$ cat src/rtl/urisc_subleq_core.sv
// urisc_subleq_core: sequencer for a single-instruction (SUBLEQ) machine.
// Each instruction word holds A in [19:0], B in [39:20] and C in [59:40]. Bits
// [63:60] are ignored. The core computes mem[B] <= mem[B] - mem[A]. It branches
// to C when the result is <= 0, otherwise it goes to PC+1. A taken branch to
// HALT_ADDR stops the core.
//
// Ports:
//   clk, rst_n        rising-edge clock, asynchronous active-low reset
//   start, start_pc   one-cycle start pulse and initial PC (used when idle/halted)
//   mem_req/we/addr/wdata  shared memory port request, held until mem_ack
//   mem_rdata, mem_ack     read data and one-cycle completion strobe
//   busy, halted, pc       run status and current instruction address
//   retired           instructions retired (only when URISC_PERF_EN is defined)
//
// Optional feature macro: URISC_PERF_EN adds the saturating 32-bit retired counter.
module urisc_subleq_core #(
    parameter int unsigned       WORD_SIZE = 64,
    parameter int unsigned       ADDR_W    = 20,
    parameter logic [ADDR_W-1:0] HALT_ADDR = {ADDR_W{1'b1}}
) (
    input  logic                 clk,
    input  logic                 rst_n,
    input  logic                 start,
    input  logic [ADDR_W-1:0]    start_pc,
    output logic                 mem_req,
    output logic                 mem_we,
    output logic [ADDR_W-1:0]    mem_addr,
    output logic [WORD_SIZE-1:0] mem_wdata,
    input  logic [WORD_SIZE-1:0] mem_rdata,
    input  logic                 mem_ack,
`ifdef URISC_PERF_EN
    output logic [31:0]          retired,
`endif
    output logic                 busy,
    output logic                 halted,
    output logic [ADDR_W-1:0]    pc
);

    localparam int unsigned A_LSB = 0;
    localparam int unsigned B_LSB = ADDR_W;
    localparam int unsigned C_LSB = 2 * ADDR_W;

    typedef enum logic [2:0] {
        IDLE  = 3'd0,
        FETCH = 3'd1,
        RD_A  = 3'd2,
        RD_B  = 3'd3,
        WR_B  = 3'd4,
        NEXT  = 3'd5,
        HALT  = 3'd6
    } state_t;

    state_t                 state_q, state_d;
    logic [ADDR_W-1:0]      pc_q, pc_d;
    logic [ADDR_W-1:0]      b_q, b_d;
    logic [ADDR_W-1:0]      c_q, c_d;
    logic [WORD_SIZE-1:0]   opa_q, opa_d;
    logic [WORD_SIZE-1:0]   res_q, res_d;
    logic                   req_q, req_d;
    logic                   we_q, we_d;
    logic [ADDR_W-1:0]      addr_q, addr_d;
    logic [WORD_SIZE-1:0]   wdata_q, wdata_d;
    logic                   busy_q, busy_d;
    logic                   halted_q, halted_d;
`ifdef URISC_PERF_EN
    logic [31:0]            retired_q, retired_d;
`endif

    logic                   accept;
    logic                   take;
    logic [ADDR_W-1:0]      target;

    // Acks only count while a request is outstanding.
    assign accept = req_q & mem_ack;
    // Signed result <= 0: sign bit set or all zero.
    assign take   = res_q[WORD_SIZE-1] | (res_q == '0);
    assign target = take ? c_q : pc_q + ADDR_W'(1);

    // Next-state and next-output logic.
    always_comb begin
        state_d  = state_q;
        pc_d     = pc_q;
        b_d      = b_q;
        c_d      = c_q;
        opa_d    = opa_q;
        res_d    = res_q;
        req_d    = req_q;
        we_d     = we_q;
        addr_d   = addr_q;
        wdata_d  = wdata_q;
        busy_d   = busy_q;
        halted_d = halted_q;
`ifdef URISC_PERF_EN
        retired_d = retired_q;
`endif
        case (state_q)
            IDLE, HALT: begin
                if (start) begin
                    state_d  = FETCH;
                    pc_d     = start_pc;
                    halted_d = 1'b0;
                    busy_d   = 1'b1;
                    req_d    = 1'b1;
                    we_d     = 1'b0;
                    addr_d   = start_pc;
`ifdef URISC_PERF_EN
                    retired_d = '0;
`endif
                end
            end
            FETCH: begin
                if (accept) begin
                    state_d = RD_A;
                    b_d     = mem_rdata[B_LSB +: ADDR_W];
                    c_d     = mem_rdata[C_LSB +: ADDR_W];
                    addr_d  = mem_rdata[A_LSB +: ADDR_W];
                end
            end
            RD_A: begin
                if (accept) begin
                    state_d = RD_B;
                    opa_d   = mem_rdata;
                    addr_d  = b_q;
                end
            end
            RD_B: begin
                // opB feeds the subtraction directly; only the result is kept.
                if (accept) begin
                    state_d = WR_B;
                    we_d    = 1'b1;
                    addr_d  = b_q;
                    res_d   = mem_rdata - opa_q;
                    wdata_d = mem_rdata - opa_q;
                end
            end
            WR_B: begin
                if (accept) begin
                    state_d = NEXT;
                    req_d   = 1'b0;
                    we_d    = 1'b0;
                end
            end
            NEXT: begin
`ifdef URISC_PERF_EN
                if (retired_q != '1) begin
                    retired_d = retired_q + 32'd1;
                end
`endif
                if (take && (c_q == HALT_ADDR)) begin
                    state_d  = HALT;
                    halted_d = 1'b1;
                    busy_d   = 1'b0;
                end else begin
                    state_d = FETCH;
                    pc_d    = target;
                    req_d   = 1'b1;
                    addr_d  = target;
                end
            end
            default: state_d = IDLE;
        endcase
    end

    // State and registered outputs.
    always_ff @(posedge clk or negedge rst_n) begin
        if (!rst_n) begin
            state_q  <= IDLE;
            pc_q     <= '0;
            b_q      <= '0;
            c_q      <= '0;
            opa_q    <= '0;
            res_q    <= '0;
            req_q    <= 1'b0;
            we_q     <= 1'b0;
            addr_q   <= '0;
            wdata_q  <= '0;
            busy_q   <= 1'b0;
            halted_q <= 1'b0;
`ifdef URISC_PERF_EN
            retired_q <= '0;
`endif
        end else begin
            state_q  <= state_d;
            pc_q     <= pc_d;
            b_q      <= b_d;
            c_q      <= c_d;
            opa_q    <= opa_d;
            res_q    <= res_d;
            req_q    <= req_d;
            we_q     <= we_d;
            addr_q   <= addr_d;
            wdata_q  <= wdata_d;
            busy_q   <= busy_d;
            halted_q <= halted_d;
`ifdef URISC_PERF_EN
            retired_q <= retired_d;
`endif
        end
    end

    assign mem_req   = req_q;
    assign mem_we    = we_q;
    assign mem_addr  = addr_q;
    assign mem_wdata = wdata_q;
    assign busy      = busy_q;
    assign halted    = halted_q;
    assign pc        = pc_q;
`ifdef URISC_PERF_EN
    assign retired   = retired_q;
`endif

endmodule

$ cat config.mk
export PLATFORM = sky130hd
export DESIGN_NAME = urisc_subleq_core
export DESIGN_NICKNAME = d
export VERILOG_FILES = /design/src/rtl/urisc_subleq_core.sv
export SDC_FILE = /design/constraint.sdc
export NUM_CORES = 1
export LEC_CHECK = 0
export ABC_AREA = 1
export CORE_MARGIN = 2
export CORE_UTILIZATION = 35
export DETAILED_ROUTE_END_ITERATION = 7
export GPL_TIMING_DRIVEN = 0
export PLACE_DENSITY_LB_ADDON = 0.3
export SETUP_SLACK_MARGIN = 0.15
export SYNTH_ARGS = -nofsm -noshare
export SYNTH_HDL_FRONTEND = slang
export SYNTH_SLANG_ARGS = --single-unit
$ cat constraint.sdc
create_clock -name clk -period 2.8 [get_ports clk]
set_input_delay 0.56 -clock clk [delete_from_list [all_inputs] [get_ports clk]]
set_output_delay 0.56 -clock clk [all_outputs]
set_load 0.05 [all_outputs]
# Word level (Yosys, flattened, before mapping)
# Index checks and enable logic that the tools add are counted.
word_totals:
  regBits: 215
  input_bits: 88
op_classes:
  add_sub_neg: 2
  n_eq_ne: 15
  mux: 25
  n_bitwise: 2
  n_reduce_logical: 18
op_table:
  columns: ["op", "count"]
  rows:
  - ["$mux 20", 5]
  - ["$pmux 20 s4", 1]
  - ["$logic_not 64->1", 1]
  - ["$sub 64x64->64", 1]
  - ["$pmux 20 s2", 1]
  - ["$add 20x1->20 const B", 1]
  - ["$eq 20x20->1 const B", 1]
  - ["$mux 3", 6]
  - ["$pmux 3 s6", 1]
  - ["$ne 2x2->1 const B", 7]
  - ["$reduce_and 5->1", 2]
  - ["$eq 3x3->1 const B", 3]
  - ["$reduce_and 4->1", 2]
  - ["$mux 1", 7]
  - ["$eq 3x2->1 const B", 2]
  - ["$pmux 1 s3", 2]
  - ["$reduce_and 2->1", 3]
  - ["$reduce_and 3->1", 2]
  - ["$reduce_bool 3->1", 2]
  - ["$pmux 1 s2", 2]
  - ["$reduce_bool 4->1", 1]
  - ["$reduce_or 2->1", 2]
  - ["$eq 3x1->1 const B", 1]
  - ["$logic_not 3->1", 1]
  - ["5 further kinds", 5]

# Longest topological paths before layout
logic_depth:
  depth_word: 5
  mapped_depth: 17

# Least setup slack after synthesis
# No wires, ideal clock.
synth_timing:
  kind: "input to register"
  startpoint: "input mem_rdata[0]"
  endpoint: "register wdata_q[62] (netlist: mem_wdata[62])"
  arrival_time_ns: 2.109
  t_required_ns: 2.682
  slack_ns: 0.573
  path_stages: 17
  cell_sequence: "inv_1 > ha_1 > fa_1 > inv_1 > nand3_1 > nand2_2 > nand2_1 > nand2_1 > nand2_1 > nand2_1 > nand2_1 > nand2_1 > nand2_1 > nand2_1 > nand2_1 > nand3_1 > nand2_1"
synth_between:
  elab_chain_cells: 1
synth_lines:
  columns: ["item", "line_no", "source"]
  rows:
  - ["start: declaration", "29", "input logic [WORD_SIZE-1:0] mem_rdata,"]
  - ["$sub 64x64->64", "133", "wdata_d = mem_rdata - opa_q;"]
  - ["end signal: assignment", "192", "wdata_q <= wdata_d;"]
  - ["end: declaration", "62", "logic [WORD_SIZE-1:0] wdata_q, wdata_d;"]
# No other way between the ends.
# A chain may end at the register's enable or synchronous reset.

# Worst setup path after layout
layout_timing:
  startpoint: "input mem_rdata[8]"
  endpoint: "register wdata_q[18] (netlist: mem_wdata[18])"
# Same word-level chain as after synthesis.

==> results by stage <==
Outcome:
- The flow ran to the end, and the final reports show no timing, DRC or antenna violations.

Layout:
- The layout has about 4.7k filler cells.
- The net count reported at finish is ~2.9k.
- The fraction of final layout cells sized beyond drive strength 1 is 0.0463.
- The number of antenna diodes in the final layout is 0.
- The post-synthesis to final-layout area growth is 24.9%.
- The finished layout holds 3,397 standard cells, fillers aside.

Pwr:
- The worst-case vdd ir drop is 0.826 mV.
- The total power of the final layout is ~26 mW.
- The areal power density over the cells is between 1000 and 1500 nW/um2.
- The static leakage power is between 10 and 15 nW.

CTS:
- The worst-skew pair later-pin latency is between 0.5 and 0.6 ns.
- CTS built an H-tree with a depth of 1.
- The number of sinks driven by the clock tree is around 220.
- The longest clock path from root to sink contains 3 buffers.
- Clock-pin slew was measured on the worst setup and hold paths at around 0.060 ns.
- Buffers inserted during clock tree synthesis total 26.
- The CTS tree is built.
- The tree is rooted in a sky130_fd_sc_hd__clkbuf_16.

Synth:
- The area share of and/or/nand/nor cells after synthesis is 0.372.
- Of the total synthesized cell area, the portion taken by full adders, half adders and majority gates is 0.0523.
- The post-synthesis instance total is ~2.6k.
- The mean instance size in the synthesized netlist is approximately 6.1 um2.
- The register bit total from synthesis is 215.
- Of the total synthesized cell area, the portion taken by XOR and XNOR cells is 0.0212.
- The compound-gate portion of the synthesized area is 0.0774.
- The post-synthesis mux area share is 0.000718.
- The register area share after synthesis is 0.343.
- The mapped netlist covers 15,700 um2.
- The net count after synthesis is between 2k and 3k.
- The main combinational cell family by area after synthesis is simple AND/OR/NAND/NOR gates.
- The Yosys step of the flow raised 0 warnings.
- The number of distinct library cells after synthesis is 38.

Setup path:
- The critical path depth in cells is 11.
- The capture point of the critical path is mem_wdata[18]$_DFFE_PN0P_.
- The capture instance of the worst register-to-register path is mem_addr[10]$_DFFE_PN0P_.
- Walking the worst path, the cells encountered are clkdlybuf4s50_1 > ha_4 > nand2_1 > inv_1 > nand2_1 > nand2_1 > nand3b_1 > nand2_1 > nand2_1 > xnor2_1 > o21ai_0.
- Data arrives at the worst endpoint at 2.96 ns.
- The critical path class is in2reg.
- On the worst path, the slowest cell contributes a delay of about 0.65 ns.
- Among all stages on the critical path, the largest delay is contributed by sky130_fd_sc_hd__clkdlybuf4s50_1.
- The number of cell instances on the worst register-to-register path is 13.
- STA classifies the critical path endpoint as a flop.
- Tracing the worst setup path back leads to its startpoint at mem_rdata[8].
- The worst register-to-register path begins at mem_wdata[29]$_DFFE_PN0P_.
- In this run the worst path has a maximum fanout of 4.
- The family with the most delay on the worst path is simple AND/OR/NAND/NOR gates.
- The worst-case register-to-register setup slack is 0.34 ns.
- Data on the critical path is required at its endpoint by 3.22 ns.
- STA classifies the critical path startpoint as an input pin.
- The library cell appearing most often on the critical path is sky130_fd_sc_hd__nand2_1.
- The sum of buffers and inverters on the critical path is 2.

Global route:
- The pin count of the biggest net entering global routing is about 110.
- The overflow left after global routing is 0.
- Across every metal layer, demand over resource in global routing totals 0.246.
- The first global-routing pass estimated just under 90,000 um of wire.
- The via count of the first global-routing pass is around 16k.
- The initial antenna violation count is 0.

Timing:
- The smallest clock period supported by the final layout is computed as approximately 2.5 ns.
- The share of the clock period used by the worst path is 0.909.
- Timing would allow up to approximately 400 MHz.
- Across the routed clock network, the largest skew measured is slightly below 0.02 ns.
- The total setup violations reported at the end of the flow is 0.
- The worst max-slew margin expressed relative to the limit is 0.302.
- Setup repair after global routing could not meet its margin everywhere.
- The transition time at the pin with the least slew margin is between 1 and 1.5 ns.
- The total count of hold-check failures in the final report came to 0.
- The number of max-slew violations in the final report is 0.

Floorplanning:
- The initialized floorplan defines 77 standard-cell rows.
- around 200 I/O pins were placed.
- In this run the standard cell core region covers about 44,000 um2.
- The width of the chip is between 200 and 250 um.
- The area of the die is ~47,000 um2.
- From bottom edge to top edge, the die measures approximately 220 um.
- The initial core utilization is 0.355.

Placed design:
- The global placer's final weighted congestion is 0.918.
- The HPWL after detailed placement is 47,900 um.
- The placed instance count is approximately 3.3k.
- The count of buffers added on input and output ports is between 150 and 200.

Drt:
- The first routing iteration left around 1.3k violations.
- Summing over every cut layer, the via total after detailed routing is 16.2k.
- The detail-routed net length per standard cell is about 17 um.
- The final wirelength is 57,800 um.
- The number of detailed-routing iterations run before antenna repair is 6.
- The mean number of vias per cell is around 4.8.
- The count of nets left with antenna violations once routing finished came out at 0.
- For this run, design rule violations remaining after detail routing come to 0.

Flow run:
- The number of violations of the max-capacitance limit is 0.

Worst hold path:
- The min-delay analysis places its worst path in the category in2reg.
==> repair_timing <==
item / 4_1_cts / 5_1_grt
endpoints found under the setup margin: 12 / 63
hold endpoints to repair: 41 / 0
hold buffers: 1 / 0
pin swaps: 1 / 5
setup buffers: 1 / 4
gates resized for setup: 6 / 27
==> state kept, by name, indices dropped and copies added, names as in the netlist, 3 cells and up <==
| register | cells |
|---|---|
| mem_wdata | 64 |
| state_q | 3 |
| mem_addr | 20 |
| opa_q | 64 |
| b_q | 20 |
| pc | 20 |
| c_q | 20 |
==> layer usage <==
| metal | track usage | part of all wire | vias up |
|---|---|---|---|
| li1 | - | - | 8183 |
| met1 | 0.335 | 0.46 | 7430 |
| met2 | 0.395 | 0.44 | 468 |
| met3 | 0.0359 | 0.063 | 96 |
| met4 | 0.0929 | 0.039 | 0 |
| met5 | 0 | 0 | - |
==> cells in the final DEF, fill, tap and decap left out, types with 15 or more instances in the layout <==
| master | synthesis | routed |
|---|---|---|
| sky130_fd_sc_hd__ha_1 | 64 | 56 |
| sky130_fd_sc_hd__clkdlybuf4s50_1 | 0 | 193 |
| sky130_fd_sc_hd__dfrtp_1 | 215 | 215 |
| sky130_fd_sc_hd__nand2_1 | 1066 | 1057 |
| sky130_fd_sc_hd__clkbuf_16 | 0 | 27 |
| sky130_fd_sc_hd__nor3_1 | 17 | 17 |
| sky130_fd_sc_hd__nand3_1 | 131 | 125 |
| sky130_fd_sc_hd__a21oi_1 | 69 | 69 |
| sky130_fd_sc_hd__buf_2 | 15 | 15 |
| sky130_fd_sc_hd__nor2_1 | 205 | 199 |
| sky130_fd_sc_hd__o21ai_0 | 122 | 122 |
| sky130_fd_sc_hd__clkbuf_1 | 35 | 35 |
| sky130_fd_sc_hd__inv_1 | 481 | 481 |
| sky130_fd_sc_hd__xnor2_1 | 30 | 30 |
==> layout make-up <==
class / count / area [um2] / area share
clock buffer: 30 / 717 / 0.0366
clock inverter: 17 / 236 / 0.0121
buffer: 58 / 263 / 0.0134
multi-input combinational: 1794 / 8360 / 0.427
tap: 592 / 741 / 0.0378
inverter: 488 / 1830 / 0.0935
timing repair buffer: 203 / 2060 / 0.105
sequential: 215 / 5380 / 0.275
==> worst register-to-register path, stage by stage (launching register included) <==
cell and delay (ns):
sky130_fd_sc_hd__dfrtp_1 0.40, sky130_fd_sc_hd__nor2_1 0.11, sky130_fd_sc_hd__nand2_1 0.06, sky130_fd_sc_hd__nor2_1 0.21, sky130_fd_sc_hd__nand2_1 0.21, sky130_fd_sc_hd__nor2_2 0.25
sky130_fd_sc_hd__nand2_1 0.20, sky130_fd_sc_hd__nand2_2 0.15, sky130_fd_sc_hd__nand3_2 0.16, sky130_fd_sc_hd__nand2_2 0.21, sky130_fd_sc_hd__buf_6 0.17, sky130_fd_sc_hd__nor2_1 0.05
sky130_fd_sc_hd__nand2_1 0.10, sky130_fd_sc_hd__nand2_1 0.06
==> how the worst min path moves through the flow <==
stage	cells after the start	slack [ns]	start	endpoint
6_report	3	0.45	mem_rdata[12]	opa_q[12]$_DFFE_PN0P_
2_1_floorplan	0	0.26	rst_n	b_q[0]$_DFFE_PN0P_
3_3_place_gp	2	0.47	mem_addr[7]$_DFFE_PN0P_	mem_addr[7]$_DFFE_PN0P_
3_5_place_dp	1	0.47	rst_n	mem_wdata[19]$_DFFE_PN0P_
4_1_cts	2	0.47	rst_n	mem_wdata[19]$_DFFE_PN0P_
5_1_grt	3	0.50	mem_rdata[12]	opa_q[12]$_DFFE_PN0P_
==> per-stage QoR <==
stage / area, um2 / utilization / worst slack, ns / hold slack, ns / setup TNS, ns
after CTS: 19400 / 0.439 / 0.152 / 0.475 / 0
final: 19600 / 0.443 / 0.256 / 0.448 / 0
after global routing: 19600 / 0.443 / 0.132 / 0.495 / 0
after global placement: 18400 / 0.416 / -7.89 / 0.469 / -1706.35
after floorplan: 15700 / - / 0.573 / 0.264 / 0
after detailed placement: 18400 / 0.417 / -0.550 / 0.465 / -16.98
==> cell usage after synthesis (all sizes together) <==
master | count | share of area
a21boi | 1 | 0.00048
a21oi | 70 | 0.023
a221oi | 11 | 0.0061
a22oi | 10 | 0.0048
a31oi | 2 | 0.00080
and2 | 2 | 0.00080
buf | 23 | 0.0084
clkbuf | 35 | 0.0084
dfrtp | 215 | 0.34
fa | 1 | 0.0013
ha | 64 | 0.051
inv | 488 | 0.12
mux2 | 1 | 0.00072
nand2 | 1072 | 0.26
nand3 | 132 | 0.042
nand3b | 12 | 0.0057
nand4 | 14 | 0.0056
nor2 | 208 | 0.050
nor3 | 18 | 0.0061
nor4 | 1 | 0.00080
o21a | 1 | 0.00048
o21ai | 126 | 0.040
o21bai | 4 | 0.0019
or2 | 6 | 0.0024
xnor2 | 30 | 0.017
xor2 | 8 | 0.0045
==> kinds of logic (layout without fill, tap and decap cells) <==
family | Yosys count | in the layout
and+or+nand+nor | 1465 | 1465
muxes | 1 | 1
adders and majority gates | 65 | 65
DFF | 215 | 215
buffers and inverters | 546 | 796
xor gates and xnor gates | 38 | 38
AOI/OAI and AO/OA | 225 | 225
==> power breakdown <==
group / internal [mW] / switching (mW)
logic: 5.28 / 10.8
clock network: 2.30 / 1.45
registers: 4.61 / 1.18
Power figures use the tool's default switching activity.
